### src/rtl/alu_wide_seq_pkg.sv
// Shared definitions for the wide add/subtract sequencer and the 32-bit ALU:
// opcode constants, slice width, sequencer state encoding and opcode helpers.
package alu_pkg;

    localparam int SLICE_W = 32;

    localparam logic [3:0] ALU_NOP   = 4'b0000;
    localparam logic [3:0] ALU_U_ADD = 4'b1000;
    localparam logic [3:0] ALU_U_SUB = 4'b1001;
    localparam logic [3:0] ALU_S_ADD = 4'b1100;
    localparam logic [3:0] ALU_S_SUB = 4'b1101;

    typedef enum logic [2:0] {
        ST_IDLE,
        ST_LO,
        ST_HI,
        ST_FIX,
        ST_DONE
    } seq_state_e;

    // Only the four add/subtract opcodes are meaningful to the wide sequencer.
    function automatic logic is_legal_op(input logic [3:0] op);
        return op inside {ALU_U_ADD, ALU_U_SUB, ALU_S_ADD, ALU_S_SUB};
    endfunction

    // Every slice pass is unsigned; signedness only matters for the final flags.
    function automatic logic [3:0] slice_op(input logic [3:0] op);
        return op[0] ? ALU_U_SUB : ALU_U_ADD;
    endfunction

    // Two's-complement overflow from the sign bits of a, b and the result.
    function automatic logic signed_ovf(input logic is_sub, input logic a_s,
                                        input logic b_s, input logic r_s);
        return is_sub ? ((a_s != b_s) && (r_s != a_s))
                      : ((a_s == b_s) && (r_s != a_s));
    endfunction

endpackage

### src/rtl/alu_wide_seq_if.sv
// Request/response bus of the wide sequencer. The master issues 64-bit
// add/subtract requests and consumes responses; the slave is the sequencer.
interface alu_wide_seq_if;

    logic        req_valid;
    logic        req_ready;
    logic [3:0]  req_op;
    logic [63:0] req_a;
    logic [63:0] req_b;

    logic        rsp_valid;
    logic        rsp_ready;
    logic [63:0] rsp_result;
    logic        rsp_carry;
    logic        rsp_overflow;
    logic        rsp_zero;
    logic        rsp_err;

    modport master (
        output req_valid, req_op, req_a, req_b, rsp_ready,
        input  req_ready, rsp_valid, rsp_result, rsp_carry, rsp_overflow,
               rsp_zero, rsp_err
    );

    modport slave (
        input  req_valid, req_op, req_a, req_b, rsp_ready,
        output req_ready, rsp_valid, rsp_result, rsp_carry, rsp_overflow,
               rsp_zero, rsp_err
    );

endinterface

### src/rtl/alu_wide_seq_alu.sv
// The existing 32-bit ALU slice. Purely combinational. carry_out is the carry
// for adds and the borrow (b > a) for subtracts; unknown opcodes yield zero.
module alu
    import alu_pkg::*;
(
    input  logic [3:0]         op,
    input  logic [SLICE_W-1:0] a,
    input  logic [SLICE_W-1:0] b,
    output logic [SLICE_W-1:0] result,
    output logic               carry_out,
    output logic               overflow
);

    logic [SLICE_W:0] sum;

    // Add or subtract with one extra bit to expose carry/borrow.
    always_comb begin
        // NOTE: every output of a combinational block gets a default first so no latch is inferred.
        sum      = '0;
        overflow = 1'b0;
        case (op)
            ALU_U_ADD, ALU_S_ADD: begin
                sum      = {1'b0, a} + {1'b0, b};
                overflow = signed_ovf(1'b0, a[SLICE_W-1], b[SLICE_W-1], sum[SLICE_W-1]);
            end
            ALU_U_SUB, ALU_S_SUB: begin
                sum      = {1'b0, a} - {1'b0, b};
                overflow = signed_ovf(1'b1, a[SLICE_W-1], b[SLICE_W-1], sum[SLICE_W-1]);
            end
            default: sum = '0;
        endcase
        result    = sum[SLICE_W-1:0];
        carry_out = sum[SLICE_W];
    end

endmodule

### src/rtl/alu_wide_seq.sv
// 64-bit add/subtract sequencer on top of the 32-bit ALU. Each request runs a
// low pass, a high pass and, when the low half carried/borrowed, a fix pass
// that propagates it into the high half. Flags are computed locally.
// Optional feature: define ALU_WIDE_PERF_CNT_EN to add perf_ops / perf_fix.
module alu_wide_seq
    import alu_pkg::*;
(
    input  logic               clk,
    input  logic               rst_n,
    alu_wide_seq_if.slave      bus
`ifdef ALU_WIDE_PERF_CNT_EN
    ,
    output logic [31:0]        perf_ops,
    output logic [31:0]        perf_fix
`endif
);

    seq_state_e         state;
    logic [3:0]         op_q;
    logic [63:0]        a_q;
    logic [63:0]        b_q;
    logic [SLICE_W-1:0] lo_q;
    logic [SLICE_W-1:0] hi_q;
    logic               c0_q;
    logic               c1_q;

    logic [3:0]         alu_op;
    logic [SLICE_W-1:0] alu_a;
    logic [SLICE_W-1:0] alu_b;
    logic [SLICE_W-1:0] alu_result;
    logic               alu_carry;
    logic               alu_ovf_unused;

    logic               fin_now;
    logic [63:0]        fin_result;
    logic               fin_cout;
    logic               fin_ovf;

    alu u_alu (
        .op        (alu_op),
        .a         (alu_a),
        .b         (alu_b),
        .result    (alu_result),
        .carry_out (alu_carry),
        .overflow  (alu_ovf_unused)
    );

    // Drive the ALU for the current pass; idle ALU inputs are held at zero.
    always_comb begin
        alu_op = ALU_NOP;
        alu_a  = '0;
        alu_b  = '0;
        case (state)
            ST_LO: begin
                if (is_legal_op(op_q)) begin
                    alu_op = slice_op(op_q);
                    alu_a  = a_q[SLICE_W-1:0];
                    alu_b  = b_q[SLICE_W-1:0];
                end
            end
            ST_HI: begin
                alu_op = slice_op(op_q);
                alu_a  = a_q[63:SLICE_W];
                alu_b  = b_q[63:SLICE_W];
            end
            ST_FIX: begin
                alu_op = slice_op(op_q);
                alu_a  = hi_q;
                alu_b  = 32'h1;
            end
            default: ;
        endcase
    end

    // Final result and flags, valid in the pass that completes the request.
    always_comb begin
        fin_now    = ((state == ST_HI) && !c0_q) || (state == ST_FIX);
        fin_result = {alu_result, lo_q};
        fin_cout   = (state == ST_FIX) ? (c1_q | alu_carry) : alu_carry;
        fin_ovf    = signed_ovf(op_q[0], a_q[63], b_q[63], alu_result[SLICE_W-1]);
    end

    // Sequencer FSM with registered handshake and response outputs.
    always_ff @(posedge clk or negedge rst_n) begin
        if (!rst_n) begin
            // NOTE: operand/partial registers are reset too; they are few and it keeps the response deterministic.
            state            <= ST_IDLE;
            op_q             <= ALU_NOP;
            a_q              <= '0;
            b_q              <= '0;
            lo_q             <= '0;
            hi_q             <= '0;
            c0_q             <= 1'b0;
            c1_q             <= 1'b0;
            bus.req_ready    <= 1'b1;
            bus.rsp_valid    <= 1'b0;
            bus.rsp_result   <= '0;
            bus.rsp_carry    <= 1'b0;
            bus.rsp_overflow <= 1'b0;
            bus.rsp_zero     <= 1'b0;
            bus.rsp_err      <= 1'b0;
        end else begin
            // NOTE: state is updated with non-blocking assignments so every register samples pre-edge values.
            case (state)
                ST_IDLE: begin
                    if (bus.req_valid) begin
                        op_q          <= bus.req_op;
                        a_q           <= bus.req_a;
                        b_q           <= bus.req_b;
                        bus.req_ready <= 1'b0;
                        state         <= ST_LO;
                    end
                end
                ST_LO: begin
                    if (!is_legal_op(op_q)) begin
                        bus.rsp_result   <= '0;
                        bus.rsp_zero     <= 1'b1;
                        bus.rsp_err      <= 1'b1;
                        bus.rsp_carry    <= 1'b0;
                        bus.rsp_overflow <= 1'b0;
                        bus.rsp_valid    <= 1'b1;
                        state            <= ST_DONE;
                    end else begin
                        lo_q  <= alu_result;
                        c0_q  <= alu_carry;
                        state <= ST_HI;
                    end
                end
                ST_HI: begin
                    hi_q  <= alu_result;
                    c1_q  <= alu_carry;
                    state <= c0_q ? ST_FIX : ST_DONE;
                end
                ST_FIX: begin
                    hi_q  <= alu_result;
                    state <= ST_DONE;
                end
                ST_DONE: begin
                    if (bus.rsp_ready) begin
                        bus.rsp_valid <= 1'b0;
                        bus.req_ready <= 1'b1;
                        state         <= ST_IDLE;
                    end
                end
                default: state <= ST_IDLE;
            endcase

            if (fin_now) begin
                bus.rsp_result   <= fin_result;
                bus.rsp_zero     <= (fin_result == 64'd0);
                bus.rsp_carry    <= !op_q[2] && fin_cout;
                bus.rsp_overflow <= op_q[2] && fin_ovf;
                bus.rsp_err      <= 1'b0;
                bus.rsp_valid    <= 1'b1;
            end
        end
    end

`ifdef ALU_WIDE_PERF_CNT_EN
    // Completed-response and fix-pass counters, wrapping at 2^32.
    always_ff @(posedge clk or negedge rst_n) begin
        if (!rst_n) begin
            perf_ops <= '0;
            perf_fix <= '0;
        end else begin
            if (bus.rsp_valid && bus.rsp_ready) perf_ops <= perf_ops + 32'd1;
            if (state == ST_FIX)                perf_fix <= perf_fix + 32'd1;
        end
    end
`endif

endmodule

### src/flat_wrapper.sv
// flat-port wrapper written by rule: the top's interface ports become plain ports
module alu_wide_seq_flat import alu_pkg::*;
  (clk, rst_n, bus_req_valid, bus_req_op, bus_req_a, bus_req_b, bus_rsp_ready, bus_req_ready, bus_rsp_valid, bus_rsp_result, bus_rsp_carry, bus_rsp_overflow, bus_rsp_zero, bus_rsp_err);
  alu_wide_seq_if bus_i ();
  input  logic clk;
  input  logic rst_n;
  input wire logic [$bits(bus_i.req_valid)-1:0] bus_req_valid;
  input wire logic [$bits(bus_i.req_op)-1:0] bus_req_op;
  input wire logic [$bits(bus_i.req_a)-1:0] bus_req_a;
  input wire logic [$bits(bus_i.req_b)-1:0] bus_req_b;
  input wire logic [$bits(bus_i.rsp_ready)-1:0] bus_rsp_ready;
  output wire logic [$bits(bus_i.req_ready)-1:0] bus_req_ready;
  output wire logic [$bits(bus_i.rsp_valid)-1:0] bus_rsp_valid;
  output wire logic [$bits(bus_i.rsp_result)-1:0] bus_rsp_result;
  output wire logic [$bits(bus_i.rsp_carry)-1:0] bus_rsp_carry;
  output wire logic [$bits(bus_i.rsp_overflow)-1:0] bus_rsp_overflow;
  output wire logic [$bits(bus_i.rsp_zero)-1:0] bus_rsp_zero;
  output wire logic [$bits(bus_i.rsp_err)-1:0] bus_rsp_err;
  assign bus_i.req_valid = bus_req_valid;
  assign bus_i.req_op = bus_req_op;
  assign bus_i.req_a = bus_req_a;
  assign bus_i.req_b = bus_req_b;
  assign bus_i.rsp_ready = bus_rsp_ready;
  assign bus_req_ready = bus_i.req_ready;
  assign bus_rsp_valid = bus_i.rsp_valid;
  assign bus_rsp_result = bus_i.rsp_result;
  assign bus_rsp_carry = bus_i.rsp_carry;
  assign bus_rsp_overflow = bus_i.rsp_overflow;
  assign bus_rsp_zero = bus_i.rsp_zero;
  assign bus_rsp_err = bus_i.rsp_err;
  alu_wide_seq u_core (.clk(clk), .rst_n(rst_n), .bus(bus_i));
endmodule
### config.mk
export PLATFORM = sky130hd
export DESIGN_NAME = alu_wide_seq_flat
export DESIGN_NICKNAME = d
export VERILOG_FILES = /design/src/rtl/alu_wide_seq_pkg.sv /design/src/rtl/alu_wide_seq_if.sv /design/src/rtl/alu_wide_seq_alu.sv /design/src/rtl/alu_wide_seq.sv /design/src/flat_wrapper.sv
export SDC_FILE = /design/constraint.sdc
export NUM_CORES = 1
export LEC_CHECK = 0
export BUFFER_PORTS_ARGS = -buffer_cell sky130_fd_sc_hd__buf_2
export CORE_AREA = 2 2 158 160
export DETAILED_ROUTE_END_ITERATION = 8
export DIE_AREA = 0 0 160 162
export PLACE_DENSITY = 0.82
export SLEW_MARGIN = 20
export SYNTH_ARGS = -nofsm -noshare
export SYNTH_HDL_FRONTEND = slang
export SYNTH_SLANG_ARGS = --single-unit
### constraint.sdc
create_clock -name clk -period 9.1 [get_ports clk]
set_input_delay 0.91 -clock clk [delete_from_list [all_inputs] [get_ports clk]]
set_output_delay 0.91 -clock clk [all_outputs]
set_load 0.1 [all_outputs]
### Yosys cells after proc, flatten, opt, wreduce, memory -nomap -nowiden

Cells that the tools add are included.

| operators by class | value |
|---|---|
| add/subtract/negate cells | 2 |
| equal/unequal tests | 20 |
| multiplexer cells | 32 |
| bitwise operators | 1 |
| reduce and logical (&&, ||, !) cells | 23 |

Operators by type and width:

| cell | number |
|---|---|
| 64-bit 2-to-1 mux | 3 |
| 32-bit case mux with 3 select lines | 2 |
| 33-bit case mux with 2 select lines | 1 |
| 64-bit zero test | 1 |
| 32-bit 2-to-1 mux | 2 |
| 32-bit by 32-bit adder with 33-bit output | 1 |
| 32-bit by 32-bit subtractor with 33-bit output | 1 |
| 4-bit equality test, second input constant | 8 |
| 1-bit 2-to-1 mux | 15 |
| 3-bit case mux with 5 select lines | 1 |
| 3-bit 2-to-1 mux | 4 |
| 4-bit case mux with 2 select lines | 1 |
| 2-bit AND reduction | 4 |
| 3-bit by 2-bit equality test with 1-bit output, second input constant | 2 |
| 3-bit by 2-bit inequality test with 1-bit output, second input constant | 2 |
| 3-bit AND reduction | 2 |
| 2-bit OR reduction | 3 |
| 1-bit logical AND | 5 |
| 4-bit 2-to-1 mux | 1 |
| 2-bit inequality test, second input constant | 2 |
| 1-bit case mux with 2 select lines | 2 |
| 2-bit nonzero test | 2 |
| 4-bit nonzero test | 1 |
| 3-bit by 1-bit equality test with 1-bit output, second input constant | 1 |
| 9 further kinds | 11 |

| storage, ports and cells | value |
|---|---|
| register bits | 271 |
| bits of input ports | 136 |
| output and inout bits | 70 |
| word-level logic and storage cells | 93 |

### Depth between registers and ports, before layout

Gate-level depths: netlist of the first run.

| depth | value |
|---|---|
| word-level depth | 12 |
| depth in mapped cells | 27 |

### Cells and area by module

A second synthesis of the first run with hierarchy kept.

| unflattened totals | value |
|---|---|
| cell total of the unflattened synthesis | 1433 |
| area, all modules | 14989.4 sq um |

Modules (own cells, without submodules):

| module | times used | cells an instance | area each (sq um) | sequential area each (sq um) |
|---|---|---|---|---|
| alu_wide_seq | 1 | 847 | 11183.2 | 6782.8 |
| alu | 1 | 586 | 3806.2 | 0.0 |

### Worst setup path before layout of the first run

OpenSTA, ideal clock, no wires.

| timing path | value |
|---|---|
| path type | register to register |
| start point | reg u_core.state[2] |
| end point | reg u_core.bus.rsp_zero |
| data arrival time | 5.618 ns |
| slack | 3.387 ns |
| cell stages (with the launch flop) | 26 |
| buffers on the path | 5 |
| cell sequence | dfrtp_1 -> buf_4 -> or3b_1 -> nor2_2 -> clkbuf_1 -> clkbuf_1 -> buf_1 -> nand2_1 -> o21a_1 -> ha_1 -> o21ai_1 -> nor4_1 -> nand2_1 -> or3_1 -> or2_1 -> o21ai_0 -> xnor2_1 -> ha_1 -> clkbuf_1 -> and3_1 -> a311o_1 -> nor4_1 -> and3b_1 -> a211o_1 -> or4b_1 -> o31ai_1 |

| between the ends | value |
|---|---|
| word-level cells in the longest chain between the ends | 8 |
| elaborated cells on any way between the ends | 23 |
| those cells by class | add/sub: 2; eq/ne: 8; mux: 5; reduce/logical: 8 |

RTL lines:

| element | line | RTL |
|---|---|---|
| start: declaration | alu_wide_seq.sv:18 | `seq_state_e state;` |
| start signal: assignment | alu_wide_seq.sv:132 | `state <= c0_q ? ST_FIX : ST_DONE;` |
| parallel branches: the longest is 8 deep, another holds 32-bit by 32-bit subtractor with 33-bit output | - |  |
| end signal: assignment | alu_wide_seq.sv:150 | `bus.rsp_zero <= (fin_result == 64'd0);` |
| end: declaration | alu_wide_seq_if.sv:28 | `rsp_zero, rsp_err` |

Parallel ways; which one is timed is not known.
A chain may end at the register's enable or synchronous reset.

### Worst setup path after layout of the first run

Ends and elaborated chain as after synthesis.

==> results of run 1 <==
layout by cell type, fill, tap and decap left out, types with 14 or more instances in the layout:
master,Yosys,routed
a21o_1,14,14
a21oi_1,40,40
a22oi_1,29,29
buf_2,6,204
clkbuf_16,0,27
dfrtp_1,270,269
ha_1,35,35
mux2_2,134,134
mux2i_1,34,34
nand2_1,258,258
nand3_1,21,21
nor2_1,38,34
nor3_1,19,19
nor4_1,19,19
o21ai_0,177,176
o22ai_1,24,24
xnor2_1,35,35
xor2_1,15,15
kinds of logic (layout without fill, tap and decap cells):
group	Yosys count	in the layout	synth area share
AOI/OAI and AO/OA	381	381	0.166
xor gates and xnor gates	50	50	0.0306
adders and majority gates	36	36	0.0320
buffers and inverters	105	278	0.0284
DFF	271	271	0.474
muxes	168	168	0.129
and+or+nand+nor	439	439	0.139
worst max-delay path: stages, from the launching register on:
cell      delay, ns
dfrtp_1        0.52
nand2b_2       0.69
buf_4          0.54
o22ai_1        0.17
nor4b_1        0.49
nand2b_1       0.23
nor4_1         0.55
nand3_1        0.21
nand2_1        0.14
xnor2_1        0.09
ha_1           0.40
a21o_1         0.23
or4_1          0.39
o21ai_0        0.23
nand2_1        0.08
o211ai_1       0.21
xor2_1         0.23
nand2b_1       0.22
or4b_1         0.47
o31ai_1        0.26
Yosys cell counts (4+ instances only):
master       n  share of area
nand3_1     21         0.0074
clkbuf_1    72          0.019
a21oi_1     40          0.014
dfrtp_1    270           0.47
mux2i_1     34          0.024
nor4_1      19         0.0083
o21a_1      11         0.0058
nand2_1    258          0.068
o2111ai_1    4         0.0025
a21o_1      14         0.0074
o21ai_1      7         0.0025
a211oi_1     6         0.0032
o31ai_1     10         0.0053
nor3_1      19         0.0067
a31oi_1      5         0.0022
or3_1        5         0.0022
buf_2        6         0.0021
or2_2        5         0.0022
ha_1        35          0.031
mux2_2     134           0.11
xor2_1      15         0.0092
a22oi_1     29          0.015
a22o_1       5         0.0031
nor2b_1      8         0.0035
xnor2_1     35          0.021
nand4_1     12         0.0053
o22ai_1     24          0.011
and2_1       8         0.0035
nand3b_1     5         0.0026
o211ai_1     5         0.0026
buf_1       14         0.0037
o21ai_0    177          0.062
o21bai_1     4         0.0021
nand2b_1    13         0.0057
inv_1       12         0.0032
nor2_1      38          0.010
and3_1      12         0.0053
sequential cells by signal, summed over array words and instances (netlist names):
signal                   flops
u_core.a_q                  64
u_core.b_q                  64
u_core.bus.rsp_result       64
u_core.hi_q                 32
u_core.lo_q                 32
u_core.op_q                  4
u_core.state                 3
u_core.bus.req_ready         1
u_core.bus.rsp_carry         1
u_core.bus.rsp_err           1
u_core.bus.rsp_overflow      1
u_core.bus.rsp_valid         1
u_core.bus.rsp_zero          1
u_core.c0_q                  1
u_core.c1_q                  1
routing by layer:
layer	share of wire	vias up	wire length (µm)	global-route usage
met2	0.45	543	17800	0.486
met3	0.079	57	3100	0.0467
met5	0	-	0	0
li1	-	5512	-	-
met1	0.45	5867	17600	0.435
met4	0.019	0	735	0.0528
how the worst min path moves through the flow:
stage                                           startpoint                                to  slack, ns  cells after the start
after floorplan                u_core.hi_q[27]$_DFFE_PN0N_       u_core.hi_q[27]$_DFFE_PN0N_       0.45                      2
after global placement    u_core.bus.rsp_valid$_DFFE_PN0P_  u_core.bus.rsp_valid$_DFFE_PN0P_       0.46                      2
after detailed placement  u_core.bus.rsp_valid$_DFFE_PN0P_  u_core.bus.rsp_valid$_DFFE_PN0P_       0.47                      2
after CTS                 u_core.bus.rsp_valid$_DFFE_PN0P_  u_core.bus.rsp_valid$_DFFE_PN0P_       0.48                      2
after global routing      u_core.bus.rsp_valid$_DFFE_PN0P_  u_core.bus.rsp_valid$_DFFE_PN0P_       0.51                      2
final                     u_core.bus.rsp_valid$_DFFE_PN0P_  u_core.bus.rsp_valid$_DFFE_PN0P_       0.48                      2
layout make-up:
| type | count | area, µm² |
|---|---|---|
| Inverter | 12 | 45.0 |
| Sequential cell | 271 | 6780 |
| Clock inverter | 8 | 72.6 |
| Timing Repair Buffer | 218 | 1150 |
| Clock buffer | 40 | 795 |
| Tap cell | 324 | 405 |
| Multi-Input combinational cell | 1074 | 7150 |
| Fill cell | 1923 | 7700 |
stage by stage:
stage          hold WS, ns  instance area [µm²]  utilization
3_5_place_dp         0.465                15500        0.644
6_report             0.478                16400        0.680
4_1_cts              0.481                16400        0.680
3_3_place_gp         0.460                15500        0.644
5_1_grt              0.507                16400        0.680
2_1_floorplan        0.446                14300            -
==> run_results.csv, run 1 <==
group,metric,value,unit
outcome,status,"finished clean",
yosys,synth_edf_count,0,
yosys,synthesis.area,14300,µm²
cts,cts_buffers,27,
critical_path,crit_fanout,57,
critical_path,r2r_cells,19,
placement,gp_congestion,0.959,
cts,h-tree-depth,1,
worst_hold_path,min_path_type,"flop to flop",
global_route,grt_pass1_vias,11522,
placement,hpwl,28.5,mm
yosys,synthArstFlopShare,1.00,
global_route,antenna_found_initial,0,
cts,cts_setup_buffers,0,
route,drt-wirelength-per-cell,20.2,µm
die,io_pins,206,
timing,hold_violations,0,
route,drc_errors,0,
critical_path,crit_path_end,"u_core.bus.rsp_zero$_DFFE_PN0P_",
timing,tightest_slew,0.976,ns
yosys,synth_ff_type,"dfrtp_1",
timing,slew_headroom,0.349,
yosys,syn_area_per_cell,9.86,µm²
finish,diodes,0,
timing,rsz0062_at_grt,"no",
yosys,ys_seq_elements,271,
global_route,grt_max_degree,147,
critical_path,cp-startpoint,"u_core.state[2]$_DFFE_PN0P_",
cts,hold_buffers,0,
critical_path,r2r-end,"u_core.bus.rsp_zero$_DFFE_PN0P_",
placement,place_ws,2.67,ns
cts,clkSinkCount,271,
die,floorplan.die.height,162,µm
critical_path,crit_type,"flop to flop",
global_route,grt_overflow,0,
run,max_cap_violations,0,
global_route,grt_usage,0.299,
timing,slew_violations,0,
critical_path,worst_setup_path_start_kind,"flop",
route,avgViaCountPerCell,6.15,
timing,skew,0.0166,ns
yosys,synthDistinctLibCells,75,
die,start_util,0.593,
yosys,synth_fp_nets,1622,
yosys,yosys_warnings,0,
route,drtIter0Drc,1197,
critical_path,end_kind,"flop",
die,core-area,24100,µm²
critical_path,arrival,6.93,ns
timing,setup_viol,0,
route,ant_nets,0,
critical_path,cp.required,9.53,ns
die,die_area,25900,µm²
timing,fin_tns_setup,0,ns
timing,setup_slack,2.60,ns
critical_path,r2r_start,"u_core.state[2]$_DFFE_PN0P_",
finish,fin_cells,1947,
critical_path,rrSetupSlack,2.60,ns
timing,final_min_period_over_clock_period,0.714,
route,drt_first_pass_iters,8,
yosys,synth_cells,1450,
route,wirelength,39.3,mm
placement,port_buffers,205,
cts,tritoncts,"done",
placement,numPlacedInstances,1899,
timing,period_minus_slack,6.50,ns
finish,layout-drive-gt1-share,0.259,
cts,post_cts_resized,0,
cts,clkLatencyLatePin,0.54,ns
finish,nets,1776,
cts,cts_max_path_buffers,3,
yosys,yosysSeqAreaShare,0.474,
cts,clk_pin_slew_worst_paths,0.06,ns
die,dieWidth,160,µm
cts,root_buffer,"clkbuf_16",
global_route,grt_pass1_wl,62.2,mm
die,core.rowCount,57,
timing,max_freq,0.154,GHz
route,vias,11979,
finish,area_growth,14.7,%
Power of run 1 is not shown: default switching activity piles up to over one toggle a cycle in this logic, so the estimate is an artifact.
==> run 2: changes to the inputs <==
CORE_AREA = 2 2 169 171   (was 2 2 158 160)
DIE_AREA = 0 0 171 173   (was 0 0 160 162)
PLACE_DENSITY = 0.76   (was 0.82)
clock period = 5.3 ns   (was 9.1 ns; I/O delays follow)
==> run 2 against run 1 <==
Final area increased by 4.5%. Flip-flop and latch count unchanged. Core utilization decreased by 6.0 points.
==> run_results.csv, run 2 (synthesized netlist as in run 1, its figures left out) <==
group,metric,value,unit
critical_path,r2r-end,"u_core.bus.rsp_zero$_DFFE_PN0P_",
route,drtIter0Drc,1260,
global_route,grt_pass1_wl,63.0,mm
cts,hold_buffers,0,
die,core-area,27600,µm²
global_route,grt_pass1_vias,11516,
critical_path,rrSetupSlack,0.18,ns
route,drt-wirelength-per-cell,19.7,µm
timing,setup_viol,0,
finish,area_growth,19.9,%
critical_path,cp.required,5.75,ns
critical_path,arrival,5.56,ns
cts,cts_buffers,29,
global_route,grt_usage,0.269,
critical_path,crit_type,"flop to flop",
cts,clkSinkCount,271,
placement,gp_congestion,0.963,
finish,final_common_cell,"dfrtp_1",
critical_path,cp-startpoint,"u_core.state[0]$_DFFE_PN0P_",
worst_hold_path,min_path_type,"input pin to asynchronous set/reset pin",
timing,hold_violations,0,
cts,h-tree-depth,1,
die,die_area,29600,µm²
finish,layout_common_cells,"dfrtp_1 (269), nand2_1 (258), buf_2 (204)",
die,core.rowCount,61,
critical_path,slowest_stage,"or4b_1",
placement,numPlacedInstances,1988,
critical_path,r2r_cells,19,
timing,tightest_slew,0.840,ns
finish,fillerInstances,2393,
outcome,status,"finished clean",
timing,skew,0.0139,ns
die,io_pins,206,
route,avgViaCountPerCell,5.84,
finish,nets,1818,
timing,slew_headroom,0.440,
finish,diodes,0,
route,ant_nets,0,
finish,layout-drive-gt1-share,0.296,
global_route,grt_max_degree,134,
timing,period_minus_slack,5.12,ns
cts,tritoncts,"done",
critical_path,max_stage_delay,0.53,ns
timing,slew_violations,0,
placement,port_buffers,205,
placement,place_ws,-0.0108,ns
cts,cts_max_path_buffers,3,
cts,clkLatencyLatePin,0.56,ns
run,max_cap_violations,0,
timing,max_freq,0.195,GHz
route,vias,11944,
route,drt_first_pass_iters,6,
finish,fin_cells,2046,
global_route,grt_overflow,0,
critical_path,crit_fanout,6,
timing,final_min_period_over_clock_period,0.965,
critical_path,path_cells,"or3b_4, nor2_4, a22oi_2, ha_2, o21ai_1, nor4_2, nand2_1, or3_4, o21ai_0, xnor2_1, ha_1, a21oi_2, o21ai_0, a311o_1, nor4_1, and3b_2, a211o_1, or4b_1, o31ai_1",
timing,whs,0.0205,ns
finish,reg_top3,"u_core.a_q: 64 flops, u_core.b_q: 64 flops, u_core.bus.rsp_result: 64 flops",
placement,hpwl,29.1,mm
die,start_util,0.517,
critical_path,worst_setup_path_start_kind,"flop",
timing,setup_slack,0.185,ns
timing,fin_tns_setup,0,ns
cts,root_buffer,"clkbuf_16",
critical_path,end_kind,"flop",
cts,clk_pin_slew_worst_paths,0.07,ns
critical_path,crit_path_end,"u_core.bus.rsp_zero$_DFFE_PN0P_",
route,drc_errors,0,
critical_path,r2r_start,"u_core.state[0]$_DFFE_PN0P_",
route,wirelength,40.2,mm
critical_path,cp_common_cell,"o21ai_0",
global_route,antenna_found_initial,0,
die,dieWidth,171,µm
die,floorplan.die.height,173,µm
## run 2: area by class of cell
class | instances | area, µm² | area share
Clock buffer | 43 | 858 | 0.0501
Clock inverter | 10 | 164 | 0.00956
Inverter | 12 | 45.0 | 0.00263
Multi-Input combinational cell | 1074 | 7310 | 0.427
Sequential cell | 271 | 6780 | 0.396
Tap cell | 378 | 473 | 0.0276
Timing Repair Buffer | 258 | 1500 | 0.0877
## run 2: critical path, delay by kind of cell, from the launching register on
family | cells | cell delay (ns)
AND/OR/NAND/NOR | 8 | 2.11
flip-flops | 1 | 0.40
AO/OA/AOI/OAI | 8 | 1.78
adder cells (fa/ha/maj) | 2 | 0.61
XOR/XNOR | 1 | 0.09
## run 2: how the worst min path moves through the flow
stage               cells past startpoint                                    end                                  start  slack [ns]
global route                            1  u_core.bus.rsp_result[43]$_DFFE_PN0P_                                  rst_n        0.09
global placement                        2  u_core.bus.rsp_result[39]$_DFFE_PN0P_  u_core.bus.rsp_result[39]$_DFFE_PN0P_        0.46
detailed placement                      2       u_core.bus.rsp_valid$_DFFE_PN0P_       u_core.bus.rsp_valid$_DFFE_PN0P_        0.47
CTS                                     1              u_core.a_q[9]$_DFFE_PN0P_                                  rst_n        0.05
finish                                  1             u_core.a_q[13]$_DFFE_PN0P_                                  rst_n        0.02
floorplan                               0              u_core.a_q[0]$_DFFE_PN0P_                                  rst_n        0.23
## run 2: through the flow
stage,area [µm²],util
after global routing,17100,0.620
final,17100,0.620
after CTS,16900,0.613
after global placement,15900,0.576
after floorplan,14400,-
after detailed placement,15900,0.576
## run 2: layer usage
metal,global-route usage,vias up,share of wire
met2,0.395,470,0.43
met4,0.0685,0,0.026
met3,0.0375,67,0.071
met5,0,-,0
li1,-,5614,-
met1,0.416,5793,0.47
## run 2: repair_timing
action                     in CTS  in global routing
setup endpoints to repair       1                  2
gates cloned                    0                  1
resized for setup               2                 29
buffers inserted                0                  4
pin swaps                       0                  4
Power of run 2 is left out for the same reason.
